**config.mk**
```make
export PLATFORM = sky130hd
export DESIGN_NAME = ringbuffer_multimode
export DESIGN_NICKNAME = d
export VERILOG_FILES = /design/src/rtl/ringbuffer_pkg.sv /design/src/rtl/ringbuffer_ram.sv /design/src/rtl/ringbuffer_multimode.sv
export SDC_FILE = /design/constraint.sdc
export NUM_CORES = 1
export LEC_CHECK = 0
export ABC_AREA = 1
export CAP_MARGIN = 10
export CORE_ASPECT_RATIO = 0.9
export CORE_MARGIN = 2
export CORE_UTILIZATION = 53
export DETAILED_ROUTE_END_ITERATION = 7
export PLACE_DENSITY = 0.86
export SETUP_SLACK_MARGIN = 0.15
export SKIP_LAST_GASP = 1
export SLEW_MARGIN = 20
export SYNTH_ARGS = -nofsm -noshare
export SYNTH_HDL_FRONTEND = slang
export SYNTH_SLANG_ARGS = --single-unit
```
**constraint.sdc**
```tcl
create_clock -name clock -period 2.6 [get_ports clock]
set_input_delay 0.39 -clock clock [delete_from_list [all_inputs] [get_ports clock]]
set_output_delay 0.39 -clock clock [all_outputs]
set_load 0.03 [all_outputs]
```
**src/rtl/ringbuffer_pkg.sv**
```systemverilog
// Shared constants and helpers for the capture-record ring buffer.
package ringbuffer_pkg;

  localparam int RB_MODE_DROP      = 0;
  localparam int RB_MODE_OVERWRITE = 1;

  function automatic int rb_depth(input int aw);
    return 1 << aw;
  endfunction

endpackage

```
**src/rtl/ringbuffer_ram.sv**
```systemverilog
// Simple dual-port storage for the ring buffer: sync write,
// registered read with read-enable (read-first on collision).
module ringbuffer_ram
  import ringbuffer_pkg::*;
#(
  parameter int AW = 2,
  parameter int DW = 8
) (
  input  logic          clock,
  input  logic          reset,
  input  logic          we,
  input  logic [AW-1:0] waddr,
  input  logic [DW-1:0] wdata,
  input  logic          re,
  input  logic [AW-1:0] raddr,
  output logic [DW-1:0] rdata
);

  localparam int DEPTH = rb_depth(AW);

  logic [DW-1:0] mem [DEPTH];

  always_ff @(posedge clock) begin
    if (we) mem[waddr] <= wdata;
  end

  always_ff @(posedge clock) begin
    if (reset)   rdata <= '0;
    else if (re) rdata <= mem[raddr];
  end

endmodule

```
**src/rtl/ringbuffer_multimode.sv**
```systemverilog
// Ring buffer with level tracking, drop/overwrite overflow
// policy, sticky error flags and a saturating drop counter.
module ringbuffer_multimode
  import ringbuffer_pkg::*;
#(
  parameter int AW          = 2,
  parameter int DW          = 8,
  parameter int MODE        = RB_MODE_DROP,
  parameter int ALMOST_FULL = 3,
  parameter int CW          = 8
) (
  input  logic          clock,
  input  logic          reset,
  input  logic [DW-1:0] write_data,
  input  logic          write_clock_enable,
  input  logic          read_clock_enable,
  input  logic          overflow_clear,
  output logic [DW-1:0] read_data,
  output logic          empty,
  output logic          full,
  output logic [AW:0]   level,
  output logic          almost_full,
  output logic          overflow,
  output logic          underflow,
  output logic [CW-1:0] drop_count
);

  localparam int DEPTH = rb_depth(AW);
  localparam logic [AW:0] FULL_LVL = (AW+1)'(DEPTH);
  localparam logic [AW:0] AF_LVL = (AW+1)'(ALMOST_FULL);
  localparam logic [CW-1:0] CNT_MAX = '1;
  localparam logic OVW = (MODE == RB_MODE_OVERWRITE);

  logic [AW-1:0] wptr;
  logic [AW-1:0] rptr;
  logic [AW:0]   lvl;
  logic          rd_ok;
  logic          drop;
  logic          wr_ok;
  logic          grow;
  logic          rptr_adv;
  logic          unf_ev;

  assign level       = lvl;
  assign empty       = (lvl == '0);
  assign full        = (lvl == FULL_LVL);
  assign almost_full = (lvl >= AF_LVL);

  // A write into a full buffer only loses data if no read frees a slot.
  assign rd_ok    = read_clock_enable && !empty;
  assign drop     = write_clock_enable && full && !rd_ok;
  assign wr_ok    = write_clock_enable && (!drop || OVW);
  assign grow     = write_clock_enable && !drop;
  assign rptr_adv = rd_ok || (drop && OVW);
  assign unf_ev   = read_clock_enable && empty;

  ringbuffer_ram #(
    .AW(AW),
    .DW(DW)
  ) u_ram (
    .clock(clock),
    .reset(reset),
    .we   (wr_ok),
    .waddr(wptr),
    .wdata(write_data),
    .re   (rd_ok),
    .raddr(rptr),
    .rdata(read_data)
  );

  always_ff @(posedge clock) begin
    if (reset) begin
      wptr <= '0;
      rptr <= '0;
      lvl  <= '0;
    end else begin
      if (wr_ok)    wptr <= wptr + 1'b1;
      if (rptr_adv) rptr <= rptr + 1'b1;
      if (grow && !rd_ok)      lvl <= lvl + 1'b1;
      else if (!grow && rd_ok) lvl <= lvl - 1'b1;
    end
  end

  // A new event in the clearing cycle takes precedence over the clear.
  always_ff @(posedge clock) begin
    if (reset) begin
      overflow   <= 1'b0;
      underflow  <= 1'b0;
      drop_count <= '0;
    end else if (overflow_clear) begin
      overflow   <= drop;
      underflow  <= unf_ev;
      drop_count <= drop ? CW'(1) : '0;
    end else begin
      overflow  <= overflow | drop;
      underflow <= underflow | unf_ev;
      if (drop && drop_count != CNT_MAX)
        drop_count <= drop_count + CW'(1);
    end
  end

endmodule

```
==> summary.md, run 1 <==
| Metric | Value |
|---|---|
| Status | finished, final reports clean |
| Setup Skew | 8.14 ps |
| Internal power | 0.00177 W |
| Clock share of power | 23.9% |
| Root buffer cell | clkbuf_8 |
| Crit-path cells | clkdlybuf4s50_1 -> inv_1 -> nand2_1 -> nor2_4 -> inv_2 -> nand2_4 -> inv_2 -> ha_1 -> inv_1 -> fa_1 -> a21oi_1 -> o21ai_0 -> o21ai_0 -> a21oi_1 |
| Largest net degree at the start of global routing | 19 |
| Worst R2R Path Depth | 13 |
| Max_slew headroom | 63.2% |
| WL final | 4990 µm |
| Combinational Power Share | 34.3% |
| LEAKAGE | 1.14 nW |
| Pre-antenna DRT Iters | 4 |
| Setup TNS | 0 ps |
| # rows | 23 |
| Post-route ant nets | 0 |
| Synth warnings | 0 |
| Placed Area | 2850 µm² |
| Critical Path AT | 2370 ps |
| Post-Syn Area per Cell | 9.67 µm² |
| Fmax | 463 MHz |
| Area growth, synth to finish | 24.8% |
| Cell variety after synth | 24 |
| Grt total ovfl | 0 |
| Worst Hold Depth | 2 |
| Worst path slowest cell | clkdlybuf4s50_1 |
| CTS H-tree depth | 3 |
| Layout cell share with drive strength beyond 1 | 10.0% |
| Slew Limit Fails | 0 |
| Min Clock Period, post-route | 2160 ps |
| Pwr Density | 921 nW/µm² |
| Final nets | 316 |
| Design Area, Final | 3010 µm² |
| Vias | 1842 |
| Crit path required time | 2810 ps |
| Stages on worst setup path | 14 |
| Ant diodes | 0 |
| CTS Hold Bufs | 0 |
| Clock Latency Late Sink | 330 ps |
| Post-synthesis cell area | 2410 µm² |
| Sw Share | 36.2% |
| Sequential power share | 41.8% |
| Grt met2 use | 34.9% |
| Worst-path fanout max | 7 |
| Setup bufs post-CTS | 0 |
| Crit Path Class | in -> reg |
| Worst Max-Slew Pin Slew | 551 ps |
| RSZ-0062 raised after global routing | false |
| DR vias/cell | 5.09 |
| Drt initial violations | 110 |
| Met1 Use GR | 25.5% |
| Initial antenna violation count | 0 |
| DRC | 0 |
| Clk buf depth | 2 |
| Synth async-reset ratio | 0% |
| Vias in the first global route | 1748 |
| Cell family with most CP delay | buffers and inverters |
| Cells after Synth | 249 |
| Final HPWL DP | 3140 µm |
| Hold Crit Class | reg -> reg |
| Switching power | 0.00100 W |
| Post_cts resized | 0 |
| WL/cell | 13.8 µm |
| Tot GR Track Use | 21.4% |
| Worst setup SP type | input pin |
| Main flop type after synthesis | edfxtp_1 |
| Grt met3 use | 5.30% |
| CTS sink cnt | 57 |
| Die footprint | 5100 µm² |
| TritonCTS clock tree | done |
| I/O pin count | 37 |
| Post-Synthesis Net Count | 269 |
| Synth area leaders | edfxtp_1 40%, dfxtp_1 21%, nor2_1 7.3% |
| Worst R2R Setup Slack | 550 ps |
| Die Y | 68.0 µm |
| Fin crit share | 83.1% |
| Maximum VDD drop | 624 µV |
| TritonCTS buffer count | 9 |
| Starting Density | 54.7% |
| Final Hold Vio Count | 0 |
| #FFs+latches synth | 57 |
| Synth top area share | 39.9% |
| Input/output buffers | 36 |
| Number of synthesized flops with an enable pin | 32 |
| CP peak stage delay | 480 ps |
| Max-cap violations | 0 |
| Sequential share of the synthesized area | 60.7% |
| Cell taking the most area after synthesis | edfxtp_1 |
| Finish-stage setup viols | 0 |
| Busiest grt layer | met2 |
| Critical path buffers and inverters | 5 |
| Die Width | 75.1 µm |
| First-pass GRT wire length | 7730 µm |
| Worst Setup End Kind | register |
| Reg clk slew, reported paths | 60 ps |
| GP Congestion | 0.804 |
| Core Box Area | 4400 µm² |
-- worst register-to-register path: cells and delay by family, from the launching register on --
family                     cells  cell delay, ps
and+or+nand+nor                4             310
AOI/OAI and AO/OA              4             460
DFF                            1             440
adders and majority gates      2             510
buffers and inverters          3             240
-- per-layer routing --
metal,wire (µm),vias up
met4,108,0
met2,2490,42
met3,206,11
met5,0,-
met1,2190,863
li1,-,926
-- power groups by stage --
stage | Combinational (W) | Sequential, W | Clock [W]
3_3_place_gp | 0.000913 | 0.00117 | 0
5_1_grt | 0.00104 | 0.00117 | 0.000710
6_report | 0.000950 | 0.00116 | 0.000661
3_5_place_dp | 0.000939 | 0.00118 | 0
2_1_floorplan | 0.000469 | 0.00131 | 0
4_1_cts | 0.000948 | 0.00116 | 0.000680
-- cells in the mapped netlist (2+ instances only) --
library cell	number
nand2_4	3
nor2_1	47
dfxtp_1	25
nand3_1	7
inv_1	26
o22ai_1	9
nor2_2	3
a21oi_1	11
nand2_2	2
ha_1	6
buf_2	3
edfxtp_1	32
inv_2	3
o21ai_0	34
nand2_1	29
-- metrics by stage --
step / cells / utilization [%] / power [W] / setup slack (ps) / hold WS [ps]
3_3_place_gp: 347 / 64.8 / 0.00208 / 189 / 443
2_1_floorplan: 249 / - / 0.00178 / 498 / 462
3_5_place_dp: 347 / 64.8 / 0.00211 / 110 / 459
5_1_grt: 362 / 68.3 / 0.00292 / 158 / 478
4_1_cts: 362 / 68.3 / 0.00279 / 459 / 464
6_report: 362 / 68.3 / 0.00277 / 438 / 463
-- cells in the final DEF (no fill, tap or decap), types with 2 or more instances in the layout --
cell type,count
dfxtp_1,25
a21oi_1,11
nand2_2,2
ha_1,6
nand2_1,29
clkdlybuf4s50_1,36
clkbuf_1,2
nor2_1,47
nor2_2,3
edfxtp_1,32
nand2_4,3
o21ai_0,34
inv_2,3
o22ai_1,9
nand3_1,7
inv_1,26
clkbuf_8,9
clkinv_2,2
buf_4,6
-- kinds of logic after synthesis --
family	count (synthesis)	share of synthesized area, %
AND/OR/NAND/NOR	94	16.9
buffers and inverters	35	6.08
XOR/XNOR	1	0.364
AO/OA/AOI/OAI	55	12.0
adder cells (fa/ha/maj)	7	3.95
flip-flops	57	60.7
-- worst paths after layout --
path                          start  endpoint
hold / removal             overflow  overflow
hold reg to reg            overflow  overflow
setup reg to reg           level[0]  level[2]
setup / recovery  read_clock_enable  level[2]
-- area by class of cell --
cell class              count  area (µm²)
well taps                  62        77.6
flip-flops and latches     57        1460
multi-input cells         157         801
clock inverters             4        21.3
repair buffers             42         405
fillers                   317        1400
inverters                  29         109
clock buffers              11         131
-- sequential cells by signal, indices dropped and copies added (netlist names) --
signal	cells
drop_count	8
u_ram.rdata	8
overflow	1
level	3
wptr	2
rptr	2
u_ram.mem	32
underflow	1
Power figures use the tool's default switching activity.
==> run 2: changes to the inputs <==
--- a/config.mk
+++ b/config.mk
@@ -9,9 +9,9 @@
 export CAP_MARGIN = 10
 export CORE_ASPECT_RATIO = 0.9
 export CORE_MARGIN = 2
-export CORE_UTILIZATION = 53
+export CORE_UTILIZATION = 48
 export DETAILED_ROUTE_END_ITERATION = 7
-export PLACE_DENSITY = 0.86
+export PLACE_DENSITY = 0.82
 export SETUP_SLACK_MARGIN = 0.15
 export SKIP_LAST_GASP = 1
 export SLEW_MARGIN = 20
==> constraint.sdc (replaced) <==
create_clock -name clock -period 1.7 [get_ports clock]
set_input_delay 0.255 -clock clock [delete_from_list [all_inputs] [get_ports clock]]
set_output_delay 0.255 -clock clock [all_outputs]
set_load 0.03 [all_outputs]
==> run 2 against run 1 <==
The flow now finishes with violations (setup timing). Combinational power is 92% higher. Via count is 9.3% higher. Setup slack worse by 500 ps. Count of clock-buffer cells in the layout is 1 lower. Sequential power is 52% higher. Sequential cell count stayed put. Utilization is 1.3 points higher. Power is 73% higher. Final cell count is 9.9% higher.
==> summary.md, run 2 (same netlist as run 1, synthesis figures left out) <==
| Metric | Value |
|---|---|
| Status | complete, but fails checks (was finished, final reports clean) |
| # rows | 24 (was 23) |
| GP Congestion | 0.842 (was 0.804) |
| Post-route ant nets | 0 (unchanged) |
| Largest net degree at the start of global routing | 18 (was 19) |
| Worst Setup End Kind | register (unchanged) |
| Hold EP | underflow (was overflow) |
| Final HPWL DP | 3440 µm (was 3140 µm) |
| Most frequent cells in the layout | 47 x nor2_1, 35 x buf_4, 32 x edfxtp_1 (was 47 x nor2_1, 36 x clkdlybuf4s50_1, 34 x o21ai_0) |
| Area growth, synth to finish | 39.6% (was 24.8%) |
| Root buffer cell | clkbuf_8 (unchanged) |
| Fmax | 567 MHz |
| Combinational Power Share | 38.0% (was 34.3%) |
| I/O pin count | 37 (unchanged) |
| Initial antenna violation count | 0 (unchanged) |
| Max_slew headroom | 67.8% (was 63.2%) |
| WL/cell | 13.8 µm (about the same) |
| CTS Hold Bufs | 0 (unchanged) |
| Placed Area | 3020 µm² (was 2850 µm²) |
| Reg2Reg Launch Point | level[0] (unchanged) |
| Hold Startpoint | read_clock_enable (was overflow) |
| Multi-input logic area | 876 µm² (was 801 µm²) |
| Finish-stage setup viols | 4 (was 0) |
| Setup Skew | 7.47 ps (was 8.14 ps) |
| RSZ-0062 raised after global routing | true (was false) |
| Switching power | 0.00171 W (was 0.00100 W) |
| Total Power | 0.00479 W (was 0.00277 W) |
| Tot GR Track Use | 20.8% (was 21.4%) |
| Clock share of power | 25.3% (was 23.9%) |
| Clk buf depth | 2 (unchanged) |
| Worst R2R Setup Slack | -60 ps (was 550 ps) |
| Starting Density | 49.8% (was 54.7%) |
| Clock Latency Late Sink | 340 ps (was 330 ps) |
| Die Width | 78.7 µm (was 75.1 µm) |
| Drt initial violations | 107 (was 110) |
| Final core utilization | 69.5% (was 68.3%) |
| Fill count | 342 (was 317) |
| Hold Slack | 360 ps (was 463 ps) |
| Maximum VDD drop | 1020 µV (was 624 µV) |
| Final nets | 348 (was 316) |
| Crit path required time | 1930 ps (was 2810 ps) |
| Max reg flops | 32 (unchanged) |
| Slew Limit Fails | 0 (unchanged) |
| FF-to-FF End | level[1] (was level[2]) |
| Top reg by flops | u_ram.mem (unchanged) |
| Fin crit share | 104% |
| Input/output buffers | 36 (unchanged) |
| DRC | 0 (unchanged) |
| Critical Path AT | 1990 ps (was 2370 ps) |
| Worst setup SP type | register (was input pin) |
| Failing checks | setup timing |
| Reg clk slew, reported paths | 70 ps (was 60 ps) |
| Die Y | 71.2 µm (was 68.0 µm) |
| Final Hold Vio Count | 0 (unchanged) |
| CTS H-tree depth | 3 (unchanged) |
| TritonCTS clock tree | done (unchanged) |
| Internal power | 0.00308 W (was 0.00177 W) |
| Ant diodes | 0 (unchanged) |
| Vias | 2013 (was 1842) |
| WL final | 5500 µm (was 4990 µm) |
| Design Area, Final | 3360 µm² (was 3010 µm²) |
| Worst-path fanout max | 2 (was 7) |
| Vias in the first global route | 1899 (was 1748) |
| CTS sink cnt | 57 (unchanged) |
| Dpl ws | -444 ps (was 110 ps) |
| Max-cap violations | 0 (unchanged) |
| First-pass GRT wire length | 8660 µm (was 7730 µm) |
| Commonest non-fill, non-tap cell in the layout | nor2_1 (unchanged) |
| Grt total ovfl | 0 (unchanged) |
| Sw Share | 35.6% (was 36.2%) |
| Core Box Area | 4830 µm² (was 4400 µm²) |
| TritonCTS buffer count | 9 (unchanged) |
| Min Clock Period, post-route | 1760 ps |
| Pwr Density | 1430 nW/µm² (was 921 nW/µm²) |
| Worst Max-Slew Pin Slew | 481 ps (was 551 ps) |
| Die footprint | 5600 µm² (was 5100 µm²) |
| Worst Hold Depth | 3 (was 2) |
| Worst R2R Path Depth | 11 (was 13) |
| LEAKAGE | 1.42 nW (was 1.14 nW) |
| Final Worst Setup Slack | -63.5 ps (was 438 ps) |
| Hold Crit Class | in -> reg (was reg -> reg) |
| DR vias/cell | 5.06 (was 5.09) |
| Largest registers | u_ram.mem (32), drop_count (8), u_ram.rdata (8) (unchanged) |
| Layout cell share with drive strength beyond 1 | 26.7% (was 10.0%) |
| FF/Latch Area | 1470 µm² (was 1460 µm²) |
| Pre-antenna DRT Iters | 4 (unchanged) |
| Crit Path Class | reg -> reg (was in -> reg) |
| Sequential power share | 36.7% (was 41.8%) |
[run 2: changes by cell type in the layout (fill, tap and decap cells not counted), sizes merged]
cell / delta
buf: +34
bufinv: +1
clkbuf: -1
clkdlybuf4s15: +1
clkdlybuf4s50: -25
clkinv: +1
dlygate4sd2: +22
[run 2: through the flow]
stage                     setup TNS (ps)  std cells
final                               -164        398
after global routing                -426        398
after CTS                          -88.9        395
after detailed placement           -4070        368
after global placement             -2840        368
after floorplan                     -231        249
[run 2: critical path, cell delays in order, from the launching register on]
cell,delay (ps)
dfxtp_4,350
nor2_4,130
nand2_4,70
nor2_4,130
inv_2,60
nand2_4,70
inv_4,40
ha_4,160
inv_4,50
fa_2,430
o21ai_2,120
a21oi_1,50
[run 2: timing repair]
action | in CTS | in global routing
hold endpoints to repair | 0 | 0
endpoints found under the setup margin | 26 | 15
pin swaps | 7 | 9
buffers inserted | 11 | 3
gates resized for setup | 33 | 32
[run 2: power by group through the flow]
stage | combinational, W | clock (W) | sequential [W]
after detailed placement | 0.00172 | 0 | 0.00179
after CTS | 0.00170 | 0.00123 | 0.00175
after global placement | 0.00167 | 0 | 0.00178
after global routing | 0.00197 | 0.00129 | 0.00178
after floorplan | 0.000759 | 0 | 0.00203
final | 0.00182 | 0.00121 | 0.00176
[run 2: worst max path at each step]
| stage | cells past startpoint | endpoint | slack [ps] | from |
|---|---|---|---|---|
| after floorplan | 11 | level[1] | -130 | level[1] |
| after global placement | 14 | level[2] | -390 | read_clock_enable |
| after detailed placement | 14 | level[2] | -440 | read_clock_enable |
| after CTS | 11 | level[1] | -40 | level[1] |
| after global routing | 11 | level[1] | -120 | level[0] |
| final | 11 | level[1] | -60 | level[0] |
[run 2: layout make-up]
class / count / share of cell area [%]
Clock buffer: 10 / 3.80
Clock inverter: 6 / 1.79
Inverter: 29 / 3.39
Multi-Input combinational cell: 157 / 26.1
Sequential cell: 57 / 43.7
Tap cell: 65 / 2.42
Timing Repair Buffer: 74 / 18.8
[run 2: routing by layer]
| layer | GRT usage, % | vias up | share of wire (%) |
|---|---|---|---|
| met4 | 8.58 | 0 | 2.7 |
| met1 | 24.2 | 954 | 41 |
| li1 | - | 988 | - |
| met3 | 7.02 | 14 | 4.9 |
| met2 | 35.3 | 57 | 51 |
| met5 | 0 | - | 0 |
==> edit: new RTL, flow settings as in run 1 <==
Make the reset (`reset`) asynchronous in 3 clocked blocks.
--- a/src/rtl/ringbuffer_ram.sv
+++ b/src/rtl/ringbuffer_ram.sv
@@ -24,7 +24,7 @@
     if (we) mem[waddr] <= wdata;
   end
 
-  always_ff @(posedge clock) begin
+  always_ff @(posedge clock or posedge reset) begin
     if (reset)   rdata <= '0;
     else if (re) rdata <= mem[raddr];
   end
--- a/src/rtl/ringbuffer_multimode.sv
+++ b/src/rtl/ringbuffer_multimode.sv
@@ -68,7 +68,7 @@
     .rdata(read_data)
   );
 
-  always_ff @(posedge clock) begin
+  always_ff @(posedge clock or posedge reset) begin
     if (reset) begin
       wptr <= '0;
       rptr <= '0;
@@ -82,7 +82,7 @@
   end
 
   // A new event in the clearing cycle takes precedence over the clear.
-  always_ff @(posedge clock) begin
+  always_ff @(posedge clock or posedge reset) begin
     if (reset) begin
       overflow   <= 1'b0;
       underflow  <= 1'b0;
Function: differs if reset is asserted again (counterexample within 4 cycles, from zero or initial values and one cycle with reset high); with reset held inactive, the same outputs for 10 cycles.
==> edit against run 1 <==
Clock power rose by 16%. Routed wire length rose by 4.2%. Sequential cell count did not move. Critical path depth fell by 10. Synthesized area rose by 5.9%. Final area rose by 5.5%. Total power rose by 24%. Synthesized cell count fell by 4.4%. Setup slack got worse by 0.021 ns. Non-clock buffer count did not move. Sequential share of layout area rose by 1.4 points. Critical path type is now flip-flop to primary output. Highest routed layer unchanged.
==> edit: results (changes against run 1) <==
Clock tree
  – CTS root buf: clkbuf_8 (unchanged)
  – Post-CTS Setup Repair Bufs: 0 (unchanged)
  – Clock Pin Slew Worst Setup and Hold Paths: 0.06 ns (about the same)
  – Post-CTS sizing: 0 (unchanged)
  – Bufs on Longest Clock Path: 2 (unchanged)
  – Clock Latency Late Sink: 0.33 ns (about the same)
  – Hold buffer count at CTS: 0 (unchanged)
  – H-tree lvl count: 3 (unchanged)
  – CTS Buf Count: 9 (unchanged)

Pwr
  – Worst VDD drop: 728 uV (was 624 uV)
  – Leak Pwr: 0.00136 uW (was 0.00114 uW)

Logic synthesis
  – Synth Warn #: 0 (unchanged)
  – Top FF cell, synth: edfxtp_1 (unchanged)
  – Synth Area in Adders: 3.73% (was 3.95%)
  – Post-Synth XOR/XNOR Area: 3.04% (was 0.364%)
  – Compound-Gate Fraction of Synth Area: 6.28% (was 12.0%)
  – Area contributors post-synth: edfxtp_1, dfrtp_1, nand2_1 (was edfxtp_1, dfxtp_1, nor2_1)
  – Asr flop ratio synth: 43.9% (was 0%)
  – Synth cell count leaders: nand2_1, edfxtp_1, nor2_1 (was nor2_1, o21ai_0, edfxtp_1)
  – Distinct cells, synth: 26 (was 24)
  – Syn Nets: 258 (was 269)
  – Post-synthesis sequential area ratio: 62.2% (was 60.7%)
  – Post-synthesis mux area share: 0.442% (was 0%)
  – Post-synth EDFFs: 32 (unchanged)

Placed design
  – Post-DP HPWL: 3.54 mm (was 3.14 mm)
  – IO buf count: 36 (unchanged)
  – Final Wtd Congestion: 0.781 (was 0.804)
  – Dpl ws: 0.185 ns (was 0.110 ns)

Route
  – Vias: 1800 (was 1842)
  – Routed Wire Length: 5.20 mm (was 4.99 mm)
  – DRC marker count from the first detailed-route iteration: 147 (was 110)
  – DR pass1 iterations: 4 (unchanged)

Hold path
  – Hold Path Class: primary input to asynchronous set/reset pin (was flip-flop to flip-flop)

Setup path
  – Critical path's largest stage delay: 0.66 ns (was 0.48 ns)
  – Crit-path max FO: 5 (was 7)
  – Slowest-stage cell, CP: clkdlybuf4s50_1 (unchanged)
  – Crit path DAT: 1.79 ns (was 2.37 ns)

Layout
  – Layout cell share with drive strength beyond 1: 12.1% (was 10.0%)
  – Biggest regs: u_ram.mem (32), drop_count (8), u_ram.rdata (8) (unchanged)
  – N_diodes: 0 (unchanged)
  – # nets final: 305 (was 316)

Global routing
  – Initial antenna violation count: 0 (unchanged)
  – First-pass GRT wire length: 8.47 mm (was 7.73 mm)
  – Largest net degree at the start of global routing: 26 (was 19)
  – Total GRT Usage: 21.1% (was 21.4%)

STA
  – Fin Clk Skew: 0.00590 ns (was 0.00814 ns)
  – Rel. slew slack: 62.7% (was 63.2%)

Status
  – Outcome: completed (unchanged)
## edit: changes by cell type after synthesis, sizes merged, moves of 2 or more
cell / before / now
dfrtp: 0 / 25
dfxtp: 25 / 0
nand2: 34 / 56
nor2: 51 / 37
o21ai: 34 / 20
a21oi: 11 / 2
inv: 29 / 22
nand3: 7 / 13
xor2: 1 / 6
xnor2: 0 / 2
## edit: kinds of logic (layout without fill, tap and decap cells)
family / count (synthesis) / count (layout)
buf+inv: 28 / 80
flops: 57 / 57
xor+xnor: 8 / 8
mux: 1 / 1
fa+ha+maj: 7 / 7
simple gates: 107 / 107
compound gates: 30 / 30
## edit: layout make-up
| class | count | area, um^2 |
|---|---|---|
| sequential | 57 | 1590 |
| inverter | 22 | 82.6 |
| tap | 62 | 77.6 |
| clock inverter | 4 | 43.8 |
| multi-input combinational | 153 | 840 |
| clock buffer | 12 | 135 |
| timing repair buffer | 42 | 405 |
| fill | 327 | 1380 |
## edit: worst paths after layout
kind / start / to / slack, ns / cells after the start
min: reset / u_ram.rdata[0]$_DFFE_PP0P_ / 0.42 / 3
min reg2reg: u_ram.rdata[0]$_DFFE_PP0P_ / u_ram.rdata[0]$_DFFE_PP0P_ / 0.48 / 2
max reg2reg: level[0]$_DFFE_PP0P_ / level[1]$_DFFE_PP0P_ / 0.49 / 8
min in group clock: u_ram.rdata[0]$_DFFE_PP0P_ / u_ram.rdata[0]$_DFFE_PP0P_ / 0.48 / 2
max in group asynchronous: reset / wptr[1]$_DFFE_PP0P_ / 1.93 / 3
max: level[0]$_DFFE_PP0P_ / empty / 0.42 / 4
## edit: metrics by stage
step	power, uW	area [um^2]	util, %	cells
global placement	2630	2990	65.8	336
finish	3440	3170	69.7	352
detailed placement	2690	2990	65.8	336
global route	3640	3170	69.7	352
CTS	3460	3170	69.7	352
floorplan	2220	2550	-	238
## edit: layer usage
layer	part of all wire (%)	GRT usage [%]	wire length [um]
met5	0	0	0
met4	1.8	9.52	92
met3	5.2	5.99	269
met2	50	34.7	2590
met1	43	26.2	2240
## edit: power by group
| group | internal, uW | leakage [uW] | switching, uW |
|---|---|---|---|
| Clock | 437 | 0.0000918 | 329 |
| Combinational | 495 | 0.000661 | 782 |
| Sequential | 1200 | 0.000612 | 195 |
## edit: critical path, delay by kind of cell, from the launching register on
kind / cells / cell delay (ns)
and+or+nand+nor: 2 / 0.28
buffers and inverters: 2 / 0.72
DFF: 1 / 0.46
